--- config.mk ---
export PLATFORM = sky130hd
export DESIGN_NAME = mc_maindec
export DESIGN_NICKNAME = d
export VERILOG_FILES = /design/src/rtl/mc_maindec.sv
export SDC_FILE = /design/constraint.sdc
export NUM_CORES = 1
export LEC_CHECK = 0
export ABC_AREA = 1
export BUFFER_PORTS_ARGS = -buffer_cell sky130_fd_sc_hd__buf_2
export CORE_MARGIN = 3
export CORE_UTILIZATION = 60
export CTS_BUF_LIST = sky130_fd_sc_hd__clkbuf_2
export DETAILED_ROUTE_END_ITERATION = 7
export PLACE_DENSITY = 0.87
export SYNTH_ARGS = -nofsm -noshare
export SYNTH_HDL_FRONTEND = slang
export SYNTH_SLANG_ARGS = --single-unit
--- constraint.sdc ---
create_clock -name clk -period 3.7 [get_ports clk]
set_clock_uncertainty 0.1 [all_clocks]
set_input_delay 0.555 -clock clk [delete_from_list [all_inputs] [get_ports clk]]
set_output_delay 0.555 -clock clk [all_outputs]
set_load 0.02 [all_outputs]
--- src/rtl/mc_maindec.sv ---
// mc_maindec: multicycle main decoder. Steps each instruction through
// FETCH/DECODE/EXECUTE/MEM/WRITEBACK, drives per-cycle datapath enables,
// stalls on mem_ready with a bounded watchdog, traps illegal opcodes and
// counts retired instructions.
//   clk, rst_n          clock, asynchronous active-low reset
//   op, mem_ready, zero opcode (valid from DECODE), memory handshake, ALU zero
//   pcwrite..jalsrc     datapath enables and mux selects
//   aluop, funct        ALU class/function to the ALU decoder
//   illegal, mem_err    one-cycle trap pulses
//   retired             retired-instruction count
module mc_maindec #(
  parameter int OPW  = 6,
  parameter int CNTW = 32,
  parameter int TMO  = 16
) (
  input  logic            clk,
  input  logic            rst_n,
  input  logic [OPW-1:0]  op,
  input  logic            mem_ready,
  input  logic            zero,
  output logic            pcwrite,
  output logic            pcwrite_br,
  output logic            iord,
  output logic            memread,
  output logic            memwrite,
  output logic            irwrite,
  output logic            regwrite,
  output logic            regdst,
  output logic            memtoreg,
  output logic            alusrca,
  output logic [1:0]      alusrcb,
  output logic [1:0]      pcsrc,
  output logic            jalsrc,
  output logic [1:0]      aluop,
  output logic [3:0]      funct,
  output logic            illegal,
  output logic            mem_err,
  output logic [CNTW-1:0] retired
);
  typedef enum logic [3:0] {
    S_FETCH, S_DECODE, S_EXEC, S_ALUWB, S_ADDIEX, S_ADDIWB, S_MEMADR,
    S_MEMRD, S_MEMWB, S_MEMWR, S_BRANCH, S_JUMP, S_JAL, S_JR
  } state_t;
  localparam int WW = $clog2(TMO + 1);
  localparam logic [OPW-1:0] OP_LW  = OPW'(6'h20);
  localparam logic [OPW-1:0] OP_SW  = OPW'(6'h21);
  localparam logic [OPW-1:0] OP_AI0 = OPW'(6'h22);
  localparam logic [OPW-1:0] OP_AI1 = OPW'(6'h2B);
  localparam logic [OPW-1:0] OP_BEQ = OPW'(6'h10);
  localparam logic [OPW-1:0] OP_J   = OPW'(6'h30);
  localparam logic [OPW-1:0] OP_JAL = OPW'(6'h31);
  localparam logic [OPW-1:0] OP_JR  = OPW'(6'h33);
  state_t          state_q, state_d, dec_ns;
  logic [OPW-1:0]  op_q, op_d;
  logic [WW-1:0]   wait_q, wait_d;
  logic [CNTW-1:0] retired_q, retired_d;
  logic            waiting, tmo, retire, use_op;
  assign waiting = state_q inside {S_FETCH, S_MEMRD, S_MEMWR};
  // Watchdog fires on the TMO-th consecutive wait cycle; a same-cycle mem_ready wins.
  assign tmo = rst_n && waiting && !mem_ready && wait_q == WW'(TMO - 1);
  assign wait_d = (waiting && !mem_ready && !tmo) ? wait_q + 1'b1 : '0;
  assign op_d = state_q == S_DECODE ? op : op_q;
  assign retired_d = retired_q + CNTW'(retire);
  assign dec_ns = (op >= OPW'(1) && op <= OPW'(11)) ? S_EXEC :
                  (op == OP_LW || op == OP_SW)      ? S_MEMADR :
                  (op == OP_AI0 || op == OP_AI1)    ? S_ADDIEX :
                  op == OP_BEQ                      ? S_BRANCH :
                  op == OP_J                        ? S_JUMP :
                  op == OP_JAL                      ? S_JAL :
                  op == OP_JR                       ? S_JR : S_FETCH;
  assign illegal = state_q == S_DECODE && dec_ns == S_FETCH;
  assign mem_err = tmo;
  assign retired = retired_q;
  assign use_op = state_q inside {S_EXEC, S_ADDIEX, S_BRANCH};
  assign aluop = use_op ? op_q[OPW-1:OPW-2] : 2'b10;
  assign funct = use_op ? op_q[3:0] : 4'b0010;
  always_comb begin
    state_d    = state_q;
    pcwrite    = 1'b0;
    pcwrite_br = 1'b0;
    iord       = 1'b0;
    memread    = 1'b0;
    memwrite   = 1'b0;
    irwrite    = 1'b0;
    regwrite   = 1'b0;
    regdst     = 1'b0;
    memtoreg   = 1'b0;
    alusrca    = 1'b0;
    alusrcb    = 2'b00;
    pcsrc      = 2'b00;
    jalsrc     = 1'b0;
    retire     = 1'b0;
    case (state_q)
      S_FETCH: begin
        memread = !tmo;
        alusrcb = tmo ? 2'b00 : 2'b01;
        irwrite = mem_ready;
        pcwrite = mem_ready;
        state_d = mem_ready ? S_DECODE : S_FETCH;
      end
      S_DECODE: begin
        alusrcb = 2'b11;
        state_d = dec_ns;
      end
      S_EXEC: begin
        alusrca = 1'b1;
        state_d = S_ALUWB;
      end
      S_ALUWB: begin
        regwrite = 1'b1;
        regdst   = 1'b1;
        retire   = 1'b1;
        state_d  = S_FETCH;
      end
      S_ADDIEX: begin
        alusrca = 1'b1;
        alusrcb = 2'b10;
        state_d = S_ADDIWB;
      end
      S_ADDIWB: begin
        regwrite = 1'b1;
        retire   = 1'b1;
        state_d  = S_FETCH;
      end
      S_MEMADR: begin
        alusrca = 1'b1;
        alusrcb = 2'b10;
        state_d = op_q == OP_SW ? S_MEMWR : S_MEMRD;
      end
      S_MEMRD: begin
        iord    = !tmo;
        memread = !tmo;
        state_d = mem_ready ? S_MEMWB : tmo ? S_FETCH : S_MEMRD;
      end
      S_MEMWB: begin
        regwrite = 1'b1;
        memtoreg = 1'b1;
        retire   = 1'b1;
        state_d  = S_FETCH;
      end
      S_MEMWR: begin
        iord     = !tmo;
        memwrite = !tmo;
        retire   = mem_ready;
        state_d  = (mem_ready || tmo) ? S_FETCH : S_MEMWR;
      end
      S_BRANCH: begin
        alusrca    = 1'b1;
        pcsrc      = 2'b01;
        pcwrite_br = zero;
        retire     = 1'b1;
        state_d    = S_FETCH;
      end
      S_JUMP: begin
        pcsrc   = 2'b10;
        pcwrite = 1'b1;
        retire  = 1'b1;
        state_d = S_FETCH;
      end
      S_JAL: begin
        pcsrc    = 2'b10;
        pcwrite  = 1'b1;
        regwrite = 1'b1;
        jalsrc   = 1'b1;
        retire   = 1'b1;
        state_d  = S_FETCH;
      end
      S_JR: begin
        pcsrc   = 2'b11;
        pcwrite = 1'b1;
        retire  = 1'b1;
        state_d = S_FETCH;
      end
      default: state_d = S_FETCH;
    endcase
  end
  always_ff @(posedge clk or negedge rst_n) begin
    if (!rst_n) begin
      state_q   <= S_FETCH;
      op_q      <= '0;
      wait_q    <= '0;
      retired_q <= '0;
    end else begin
      state_q   <= state_d;
      op_q      <= op_d;
      wait_q    <= wait_d;
      retired_q <= retired_d;
    end
  end
endmodule

Word-level counts from Yosys, hierarchy flattened
Cells that the tools add are included.
{ "totals": {"output_inout_bits": 55, "in_bits": 10, "reg_bits": 47, "wordCells": 86} }
{ "classes": {"addsub": 2, "n_eq_ne": 23, "mux": 31, "magnitude_cmp": 2, "reduce_logical": 24} }
{ "op_table": {"columns": ["op", "n"], "rows": [
  ["equality test 6 bit (second input constant)", 8],
  ["two-way mux 4 bit", 11],
  ["adder 32 x 1 -> 32 bit", 1],
  ["one-hot mux 4 bit (7 select lines)", 1],
  ["equality test 4 bit (second input constant)", 6],
  ["equality test 4 x 3 -> 1 bit (second input constant)", 4],
  ["two-way mux 1 bit", 12],
  ["one-hot mux 2 bit (3 select lines)", 2],
  ["equality test 4 x 2 -> 1 bit (second input constant)", 2],
  ["zero test 4 bit", 2],
  ["OR reduction 2 bit", 4],
  ["OR reduction 4 bit", 2],
  ["logical AND 1 bit", 7],
  ["OR reduction 7 bit", 1],
  ["equality test 6 x 5 -> 1 bit (second input constant)", 1],
  [">= comparator 6 x 1 -> 1 bit (second input constant)", 1],
  ["<= comparator 6 x 4 -> 1 bit (second input constant)", 1],
  ["nonzero test 3 bit", 2],
  ["adder 5 x 1 -> 5 bit (second input constant)", 1],
  ["equality test 5 x 4 -> 1 bit (second input constant)", 1],
  ["two-way mux 5 bit", 1],
  ["equality test 4 x 1 -> 1 bit (second input constant)", 1],
  ["one-hot mux 1 bit (2 select lines)", 2],
  ["logical OR 1 bit", 3],
  ["other kinds (4)", 5]
]} }

Longest topological paths before layout
Gate-level depths: netlist of run 1.
{ "logic_depth": {"word_depth": 10, "mapped_depth": 15, "depth_no_buf": 15} }

Worst setup path before layout of run 1
OpenSTA, ideal clock, no wires.
{ "synth_timing": {"kind": "flip-flop to output port", "start": "reg wait_q[0]", "end": "out iord", "arrival_time_ns": 1.531, "path_slack_ns": 1.514, "stages_incl_launch_ff": 9, "required_time_ns": 3.045, "path_buffers": 0, "cell_sequence": "dfrtp_1 -> ha_1 -> and3_1 -> ha_1 -> nand2_1 -> inv_1 -> nand3_2 -> inv_2 -> nor2_1"} }
{ "synth_between": {"elab_chain_cells": 4} }
{ "synth_lines": {"columns": ["item", "line", "rtl"], "rows": [
  ["from (decl)", "55", "logic [WW-1:0] wait_q, wait_d;"],
  ["from (signal assigned)", "186", "wait_q <= wait_d;"],
  ["equality test 5 x 4 -> 1 bit", "60", "assign tmo = rst_n && waiting && !mem_ready && wait_q == WW'(TMO - 1);"],
  ["logical AND 1 bit", "60", null],
  ["named net mem_err", "37", "output logic mem_err,"],
  ["zero test 1 bit", "131, 142", null],
  ["two-way mux 1 bit", null, null],
  ["to (decl)", "23", "output logic iord,"]
]} }
The timed path passes the listed nets, and every way through them passes these cells.

Final worst setup path of run 1
{ "layout_timing": {"start": "reg wait_q[0]", "end": "out iord"} }
{ "layout_between": {"elab_chain_cells": 4} }
{ "layout_lines": {"columns": ["item", "line"], "rows": [
  ["equality test 5 x 4 -> 1 bit", "60"],
  ["logical AND 1 bit", "60"],
  ["zero test 1 bit", "131, 142"],
  ["two-way mux 1 bit", null]
]} }
Every way passes these cells.

==> impl_metrics.csv, run 1 <==
group,metric,value,unit
status,status,"finished, final reports clean",
synth,yosys_warnings,0,
synth,synth_simple_gate_area_share,42.9,%
pwr,power_density,489,nW/um2
placement,dpl.hpwl,5.56,mm
setup_path,crit_path_end_kind,"output port",
sta,worst_pin_slew,590,ps
synth,synthAdderAreaFrac,1.73,%
cells_and_area,nFillCells,368,
grt,antenna_found_initial,0,
die,start_util,64.1,%
setup_path,path_class,"flip-flop to output port",
detailed_routing,final_antenna_net_count,0,
detailed_routing,drt-vias-per-instance,5.27,
pwr,p_int,0.921,mW
synth,synth_cells,405,
pwr,ir_drop,0.481,mV
pwr,power.switching,0.712,mW
cells_and_area,final_cell_mix,"nand2_1 (146), nor2_1 (70), buf_2 (64)",
setup_path,cp_slowest_cell,"dfrtp_1",
grt,grt_max_degree,48,
pwr,power_frac_comb,41.8,%
die,die_h,75.4,um
cts,cts.sinks,47,
sta,hold_viol,0,
synth,synthXorXnorAreaFrac,5.46,%
cts,cts.clk_slew.worst_paths,260,ps
placement,numPortBuffers,64,
cells_and_area,design_area,3340,um2
setup_path,critPathArrivalTime,1990,ps
cts,h-tree-depth,2,
setup_path,max_stage_delay,450,ps
synth,synth.avg_cell_area,7.13,um2
pwr,clkPwrFrac,17.5,%
detailed_routing,num_vias,2790,
setup_path,crit_path_frequent_cell,"ha_1",
sta,setup_viol,0,
sta,drv_slew,0,
cts,post_cts_buffers,0,
placement,place_area,3270,um2
worst_hold_path,hold_path_class,"input pin to async pin",
detailed_routing,routed_wl,7.04,mm
synth,synth-seq-cells,47,
pwr,total_power,1.63,mW
synth,synth_fp_nets,419,
sta,maxSlewHeadroom,60.7,%
cts,cts-buffers-inserted,5,
cells_and_area,syn2layout_area_growth,15.7,%
sta,period_needed,2650,ps
detailed_routing,drtPass1Iterations,4,
synth,yosysSeqAreaShare,40.7,%
cells_and_area,post-route-util,74.2,%
setup_path,worst-path-buf-inv,3,
die,coreArea,4500,um2
cells_and_area,final_nets,490,
detailed_routing,drc_errors,0,
pwr,p_sw_share,43.6,%
cells_and_area,drive_gt1_share,21.8,%
pwr,power.leakage,1.86,nW
placement,gp_congestion,0.976,
sta,final.setup.tns,0,ps
cts,ctsResizeCount,0,
cts,cts_tree,"done",
grt,grt_pass1_wl,12.0,mm
cts,clk_latency,430,ps
setup_path,crit_path_start_kind,"flip-flop",
synth,synth.cell_area,2890,um2
pwr,p_seq_share,40.7,%
sta,timing.fmax,377,MHz
die,rows,24,
detailed_routing,wl_per_cell,13.3,um
die,die_area,5680,um2
sta,period_share,71.6,%
setup_path,critPathMaxFanout,3,
cells_and_area,diodes,0,
sta,rsz0062_at_grt,"no",
die,io_pins,65,
setup_path,worstPathRequired,3040,ps
die,die_x,75.4,um
setup_path,crit_path_cell_trace,"ha_1 -> and3_1 -> ha_1 -> nand2_1 -> inv_1 -> nand3_2 -> inv_2 -> nor2_1 -> buf_2",
synth,synth_top_family_by_area,"simple AND/OR/NAND/NOR gates",
synth,yosysUniqueCellTypes,24,
cts,cts_root_buffer,"clkbuf_2",
cts,ctsHoldBuffers,0,
grt,grt_pass1_vias,2652,
setup_path,critical-path-top-delay-family,"simple AND/OR/NAND/NOR gates",
grt,track_usage,27.5,%
job,cap_viol_max_count,0,
cts,cts_buffer_depth,2,
synth,synthMuxAreaShare,0,%
cells_and_area,mostFrequentLayoutCell,"nand2_1",
synth,synth-compound-area-share,2.64,%
grt,grt_overflow,0,
detailed_routing,drtIter0Drc,196,
## state kept, by name (all words and copies together) (netlist names)
| name | count |
|---|---|
| state_q | 4 |
| wait_q | 5 |
| retired | 32 |
| op_q | 6 |
## final timing paths
kind / startpoint / end / slack [ps] / cells past startpoint
min: rst_n / retired[20]$_DFF_PN0_ / 170 / 2
min in group clk: op[2] / op_q[2]$_DFFE_PN0P_ / 270 / 3
min reg2reg: wait_q[0]$_DFF_PN0_ / wait_q[0]$_DFF_PN0_ / 380 / 1
max reg2reg: state_q[2]$_DFF_PN0_ / retired[18]$_DFF_PN0_ / 1250 / 14
max: wait_q[0]$_DFF_PN0_ / iord / 1050 / 9
max in group asynchronous: rst_n / retired[10]$_DFF_PN0_ / 2920 / 2
## cell usage after synthesis
cell type  number  area [um2]
a21boi_0        1        7.51
a21oi_1         2        10.0
a21oi_2         1        8.76
and3_1          1        6.26
buf_4           1        7.51
dfrtp_1        47        1180
ha_1            4        50.1
inv_1          41         154
inv_2           7        26.3
nand2_1       146         548
nand2_2         2        12.5
nand2_4         2        22.5
nand3_1        13        65.1
nand3_2         4        40.0
nand3b_1       14         105
nand4_1         6        37.5
nor2_1         70         263
nor2_2          7        43.8
nor2_4          8        90.1
o211ai_1        2        15.0
o21ai_0         7        35.0
or2_1           1        6.26
xnor2_1         6        52.6
xor2_1         12         105
## cells by family (layout without fill, tap and decap cells)
logic type	after synthesis	after routing
XOR/XNOR	18	18
flip-flops	47	47
buffers and inverters	49	121
AND/OR/NAND/NOR	274	274
AO/OA/AOI/OAI	13	13
adder cells (fa/ha/maj)	4	4
## worst register-to-register path, delay by kind of cell, from the launching register on
kind | cells | cell delay (ps)
flops | 1 | 490
fa+ha+maj | 2 | 490
simple gates | 10 | 1070
buf+inv | 2 | 240
## power by group through the flow
stage | Sequential (mW) | Clock (mW) | Combinational (mW)
CTS | 0.664 | 0.288 | 0.689
floorplan | 0.692 | 0 | 0.464
finish | 0.665 | 0.286 | 0.682
global placement | 0.671 | 0 | 0.675
detailed placement | 0.673 | 0 | 0.685
global route | 0.676 | 0.316 | 0.763
## metrics by stage
step,std cells,hold slack [ps],setup slack [ps]
floorplan,405,159,1510
global placement,521,349,1380
detailed placement,521,352,1250
CTS,529,182,1010
global route,529,182,842
finish,529,175,1050
## cell type report
type / instances / area, um2 / share of cell area (%)
Clock inverter: 3 / 43.8 / 1.31
Tap cell: 52 / 65.1 / 1.95
Inverter: 48 / 180 / 5.39
Timing Repair Buffer: 65 / 328 / 9.81
Sequential cell: 47 / 1180 / 35.2
Multi-Input combinational cell: 309 / 1520 / 45.6
Clock buffer: 5 / 25.0 / 0.749
## per-layer routing
layer,wire [um],track usage [%],vias to the layer above,share of wire [%]
met1,2970,35.1,1276,42
li1,-,-,1393,-
met5,0,0,-,0
met4,173,9.90,0,2.5
met3,414,5.01,16,5.9
met2,3470,46.7,105,49
Note: power is estimated with default switching activity, not from simulation.
==> run 2: changes to the inputs <==
--- a/config.mk
+++ b/config.mk
@@ -8,10 +8,10 @@
 export ABC_AREA = 1
 export BUFFER_PORTS_ARGS = -buffer_cell sky130_fd_sc_hd__buf_2
 export CORE_MARGIN = 3
-export CORE_UTILIZATION = 60
+export CORE_UTILIZATION = 56
 export CTS_BUF_LIST = sky130_fd_sc_hd__clkbuf_2
 export DETAILED_ROUTE_END_ITERATION = 7
-export PLACE_DENSITY = 0.87
+export PLACE_DENSITY = 0.82
 export SYNTH_ARGS = -nofsm -noshare
 export SYNTH_HDL_FRONTEND = slang
 export SYNTH_SLANG_ARGS = --single-unit
==> constraint.sdc (replaced) <==
create_clock -name clk -period 2.5 [get_ports clk]
set_clock_uncertainty 0.1 [all_clocks]
set_input_delay 0.375 -clock clk [delete_from_list [all_inputs] [get_ports clk]]
set_output_delay 0.375 -clock clk [all_outputs]
set_load 0.02 [all_outputs]
==> impl_metrics.csv, run 2 (same netlist as run 1, synthesis figures left out) <==
group,metric,value,unit
status,status,"finished, final reports clean",
cells_and_area,drive_gt1_share,24.5,%
cells_and_area,post-route-util,70.4,%
worst_hold_path,min_to,"op_q[2]$_DFFE_PN0P_",
cells_and_area,nFillCells,425,
sta,maxSlewHeadroom,67.7,%
detailed_routing,num_vias,2757,
detailed_routing,drc_errors,0,
cells_and_area,final_cell_mix,"nand2_1 (145), nor2_1 (66), buf_2 (62)",
pwr,ir_drop,0.693,mV
cells_and_area,mostFrequentLayoutCell,"nand2_1",
cts,cts_buffer_depth,2,
cts,clk_latency,420,ps
die,io_pins,65,
sta,setup_viol,0,
die,coreArea,4850,um2
sta,final.setup.tns,0,ps
worst_hold_path,min_path_cells,3,
cts,cts-buffers-inserted,5,
sta,timing.fmax,423,MHz
setup_path,regToRegSetupSlack,190,ps
sta,worst_pin_slew,485,ps
pwr,power.leakage,1.86,nW
setup_path,timing.rr.start,"state_q[2]$_DFF_PN0_",
setup_path,cp_slowest_cell,"dfrtp_1",
setup_path,critical-path-top-delay-family,"flip-flops",
placement,dpl.hpwl,5.59,mm
detailed_routing,final_antenna_net_count,0,
sta,hold_viol,0,
setup_path,r2r_cells,14,
worst_hold_path,hold_path.startpoint,"op[2]",
pwr,power_density,695,nW/um2
cts,cts.clk_slew.worst_paths,220,ps
grt,grt_pass1_wl,11.5,mm
setup_path,worstPathRequired,2030,ps
cts,h-tree-depth,2,
cells_and_area,regArea,1180,um2
setup_path,r2r-end,"retired[18]$_DFF_PN0_",
cts,cts_root_buffer,"clkbuf_2",
cts,cts_tree,"done",
placement,gp_congestion,0.925,
detailed_routing,wl_per_cell,12.6,um
die,die_area,6050,um2
placement,numPortBuffers,64,
setup_path,crit_path_cell_trace,"ha_2 -> and3_1 -> ha_2 -> nand2_2 -> inv_1 -> nand3_2 -> inv_2 -> nor2_2 -> buf_4",
grt,grt_max_degree,39,
setup_path,critPathMaxFanout,3,
sta,rsz0062_at_grt,"no",
grt,grt_overflow,0,
sta,drv_slew,0,
placement,place_ws,109,ps
die,die_h,77.8,um
grt,track_usage,24.1,%
cells_and_area,final_nets,495,
cells_and_area,diodes,0,
cells_and_area,multi_input_area,1550,um2
cells_and_area,largest_reg_flops,32,
cells_and_area,syn2layout_area_growth,18.2,%
setup_path,crit_path_start_kind,"flip-flop",
sta,period_needed,2360,ps
detailed_routing,drtPass1Iterations,4,
setup_path,crit_path_end_kind,"output port",
setup_path,worst-path-buf-inv,3,
detailed_routing,drtIter0Drc,154,
grt,antenna_found_initial,0,
cts,cts.sinks,47,
die,die_x,77.8,um
job,cap_viol_max_count,0,
worst_hold_path,hold_path_class,"input pin to flip-flop",
setup_path,path_class,"flip-flop to output port",
grt,grt_pass1_vias,2620,
setup_path,max_stage_delay,440,ps
sta,setup_ws,136,ps
sta,period_share,94.6,%
setup_path,critPathArrivalTime,1890,ps
setup_path,crit_path_frequent_cell,"ha_2",
die,rows,25,
detailed_routing,drt-vias-per-instance,5.02,
die,start_util,59.6,%
detailed_routing,routed_wl,6.93,mm
-- run 2: cell count changes in the layout (fill, tap and decap cells not counted), moves of 4 or more --
cell / change
buf_4: +6
ha_1: -4
ha_2: +4
nor2_1: -4
nor2_2: +4
-- run 2: through the flow --
stage	power [mW]	cells	hold slack (ps)	cell area (um2)
after floorplan	1.71	405	-20.6	2890
after global placement	2.02	538	175	3310
after detailed placement	2.04	538	179	3310
after CTS	2.36	548	104	3370
after global routing	2.57	549	121	3410
final	2.37	549	130	3410
-- run 2: final cells by class --
cell class	instances	share of cell area, %
multi-input combinational	309	45.5
clock inverter	2	0.367
timing repair buffer	70	10.9
clock buffer	6	0.880
sequential	47	34.5
inverter	48	5.28
tap	67	2.46
-- run 2: where the power goes --
| part | switching (mW) | internal, mW | leakage (nW) |
|---|---|---|---|
| combinational | 0.712 | 0.360 | 1.20 |
| sequential | 0.106 | 0.883 | 0.633 |
| clock | 0.239 | 0.0723 | 0.0306 |
| total | 1.06 | 1.32 | 1.86 |
-- run 2: per-layer routing --
layer | global-route usage [%] | vias up | routed length, um
met2 | 41.6 | 92 | 3410
li1 | - | 1397 | -
met1 | 29.8 | 1253 | 2870
met4 | 9.96 | 0 | 172
met3 | 3.94 | 15 | 473
met5 | 0 | - | 0
-- run 2: worst max-delay path by stage --
stage / end / slack (ps) / start / depth (start not counted)
floorplan: retired[18]$_DFF_PN0_ / 350 / state_q[2]$_DFF_PN0_ / 14
global placement: retired[18]$_DFF_PN0_ / 200 / state_q[2]$_DFF_PN0_ / 14
detailed placement: retired[18]$_DFF_PN0_ / 110 / state_q[2]$_DFF_PN0_ / 14
CTS: memwrite / 5 / wait_q[0]$_DFF_PN0_ / 9
global route: iord / 2 / wait_q[0]$_DFF_PN0_ / 9
finish: iord / 140 / wait_q[0]$_DFF_PN0_ / 9
-- run 2: worst register-to-register path: cells and delay by family, from the launching register on --
kind | cells | cell delay (ps)
flip-flops | 1 | 490
AND/OR/NAND/NOR | 8 | 770
AO/OA/AOI/OAI | 1 | 120
buffers and inverters | 3 | 290
adder cells (fa/ha/maj) | 2 | 460
-- run 2: what timing repair did --
item	4_1_cts	5_1_grt
setup buffers	1	1
pin swaps	0	0
hold buffers	1	0
setup endpoints to repair	3	11
gates resized for setup	1	13
hold endpoints to repair	9	0
==> run 3: changes to the inputs <==
--- a/config.mk
+++ b/config.mk
@@ -7,11 +7,11 @@
 export LEC_CHECK = 0
 export ABC_AREA = 1
 export BUFFER_PORTS_ARGS = -buffer_cell sky130_fd_sc_hd__buf_2
-export CORE_MARGIN = 3
+export CORE_MARGIN = 2
 export CORE_UTILIZATION = 56
 export CTS_BUF_LIST = sky130_fd_sc_hd__clkbuf_2
 export DETAILED_ROUTE_END_ITERATION = 7
-export PLACE_DENSITY = 0.82
+export PLACE_DENSITY_LB_ADDON = 0.1
 export SYNTH_ARGS = -nofsm -noshare
 export SYNTH_HDL_FRONTEND = slang
 export SYNTH_SLANG_ARGS = --single-unit
==> impl_metrics.csv, run 3 (same netlist as run 1, synthesis figures left out) <==
group,metric,value,unit
die,die_h,75.8,um
detailed_routing,num_vias,2761,
setup_path,critPathMaxFanout,3,
cells_and_area,post-route-util,68.3,%
cts,cts-buffers-inserted,5,
cells_and_area,final_nets,498,
pwr,power.leakage,1.88,nW
grt,grt_pass1_vias,2509,
sta,hold_ws,-4.32,ps
detailed_routing,drc_errors,0,
cts,cts_root_buffer,"clkbuf_2",
cells_and_area,nFillCells,449,
detailed_routing,drt-vias-per-instance,4.97,
job,cap_viol_max_count,0,
placement,gp_congestion,0.994,
placement,place_ws,93.1,ps
sta,timing.fmax,422,MHz
die,coreArea,5040,um2
detailed_routing,drtIter0Drc,127,
placement,place_inst,540,
grt,grt_overflow,0,
cts,ctsHoldBuffers,0,
setup_path,crit_path_start_kind,"flip-flop",
pwr,total_power,2.41,mW
die,die_area,5750,um2
grt,track_usage,25.7,%
cts,cts.sinks,47,
die,start_util,57.3,%
die,rows,26,
cts,clk_latency,420,ps
cells_and_area,design_area,3450,um2
cts,cts_tree,"done",
detailed_routing,routed_wl,7.03,mm
placement,numPortBuffers,64,
die,io_pins,65,
cts,h-tree-depth,2,
cells_and_area,diodes,0,
cells_and_area,final_cells,555,
pwr,ir_drop,0.697,mV
cells_and_area,drive_gt1_share,24.9,%
cells_and_area,regArea,1180,um2
cells_and_area,mostFrequentLayoutCell,"nand2_1",
detailed_routing,wl_per_cell,12.7,um
setup_path,crit_path_end_kind,"output port",
sta,setup_ws,130,ps
sta,period_needed,2370,ps
cts,cts.clk_slew.worst_paths,240,ps
setup_path,critPathArrivalTime,1900,ps
placement,place_area,3300,um2
cells_and_area,syn2layout_area_growth,19.3,%
detailed_routing,final_antenna_net_count,0,
sta,drv_slew,0,
setup_path,path_class,"flip-flop to output port",
placement,dpl.hpwl,5.49,mm
grt,grt_pass1_wl,11.2,mm
sta,hold_viol,13,
sta,period_share,94.8,%
cells_and_area,largest_reg_flops,32,
status,status,"finished with violations",
worst_hold_path,hold_path_class,"input pin to async pin",
sta,worst_pin_slew,589,ps
setup_path,r2r_cells,15,
detailed_routing,drtPass1Iterations,4,
sta,maxSlewHeadroom,60.8,%
sta,final.setup.tns,0,ps
grt,antenna_found_initial,0,
grt,grt_max_degree,48,
sta,setup_viol,0,
cts,cts_buffer_depth,2,
status,violations,"hold timing",
setup_path,worstPathRequired,2030,ps
cells_and_area,final_cell_mix,"nand2_1 (144), nor2_1 (67), buf_2 (62)",
die,die_x,75.8,um
cells_and_area,multi_input_area,1560,um2
pwr,power_density,699,nW/um2
==> run 3: per-layer routing <==
metal  part of all wire (%)  vias up  global-route usage [%]
met5                      0        -                       0
met4                    2.8        0                    11.3
met3                    4.5       18                    4.37
met2                     50       91                    42.6
met1                     43     1246                    32.8
li1                       -     1406                       -
==> run 3: path summary, 6_finish.rpt <==
check | start | to | slack (ps)
setup / recovery | wait_q[1]$_DFF_PN0_ | memwrite | 130
hold / removal | rst_n | retired[18]$_DFF_PN0_ | -4
setup reg to reg | state_q[0]$_DFF_PN0_ | retired[30]$_DFF_PN0_ | 150
hold reg to reg | retired[31]$_DFF_PN0_ | retired[31]$_DFF_PN0_ | 430
max in group asynchronous | rst_n | state_q[3]$_DFF_PN0_ | 1910
min in group clk | op[2] | op_q[2]$_DFFE_PN0P_ | 80
==> run 3: repair_timing <==
action	4_1_cts	5_1_grt
setup buffers	1	6
setup endpoints to repair	3	16
gates resized for setup	1	14
pin swaps	0	7
==> run 3: worst max-delay path: stages, from the launching register on <==
cell	delay (ps)
dfrtp_1	440
ha_2	200
and3_4	170
ha_2	190
nand2_2	70
inv_1	50
nand3_2	80
inv_2	60
nor2_2	120
buf_6	120
==> run 3: cell type report <==
type | count | share of cell area [%]
Clock inverter | 2 | 0.363
Multi-Input combinational cell | 309 | 45.2
Tap cell | 70 | 2.54
Clock buffer | 6 | 0.871
Inverter | 48 | 5.23
Sequential cell | 47 | 34.1
Timing Repair Buffer | 73 | 11.6
==> run 3: where the power goes <==
part / leakage, nW / switching [mW] / internal (mW)
combinational: 1.22 / 0.727 / 0.373
clock: 0.0306 / 0.244 / 0.0723
sequential: 0.636 / 0.109 / 0.882
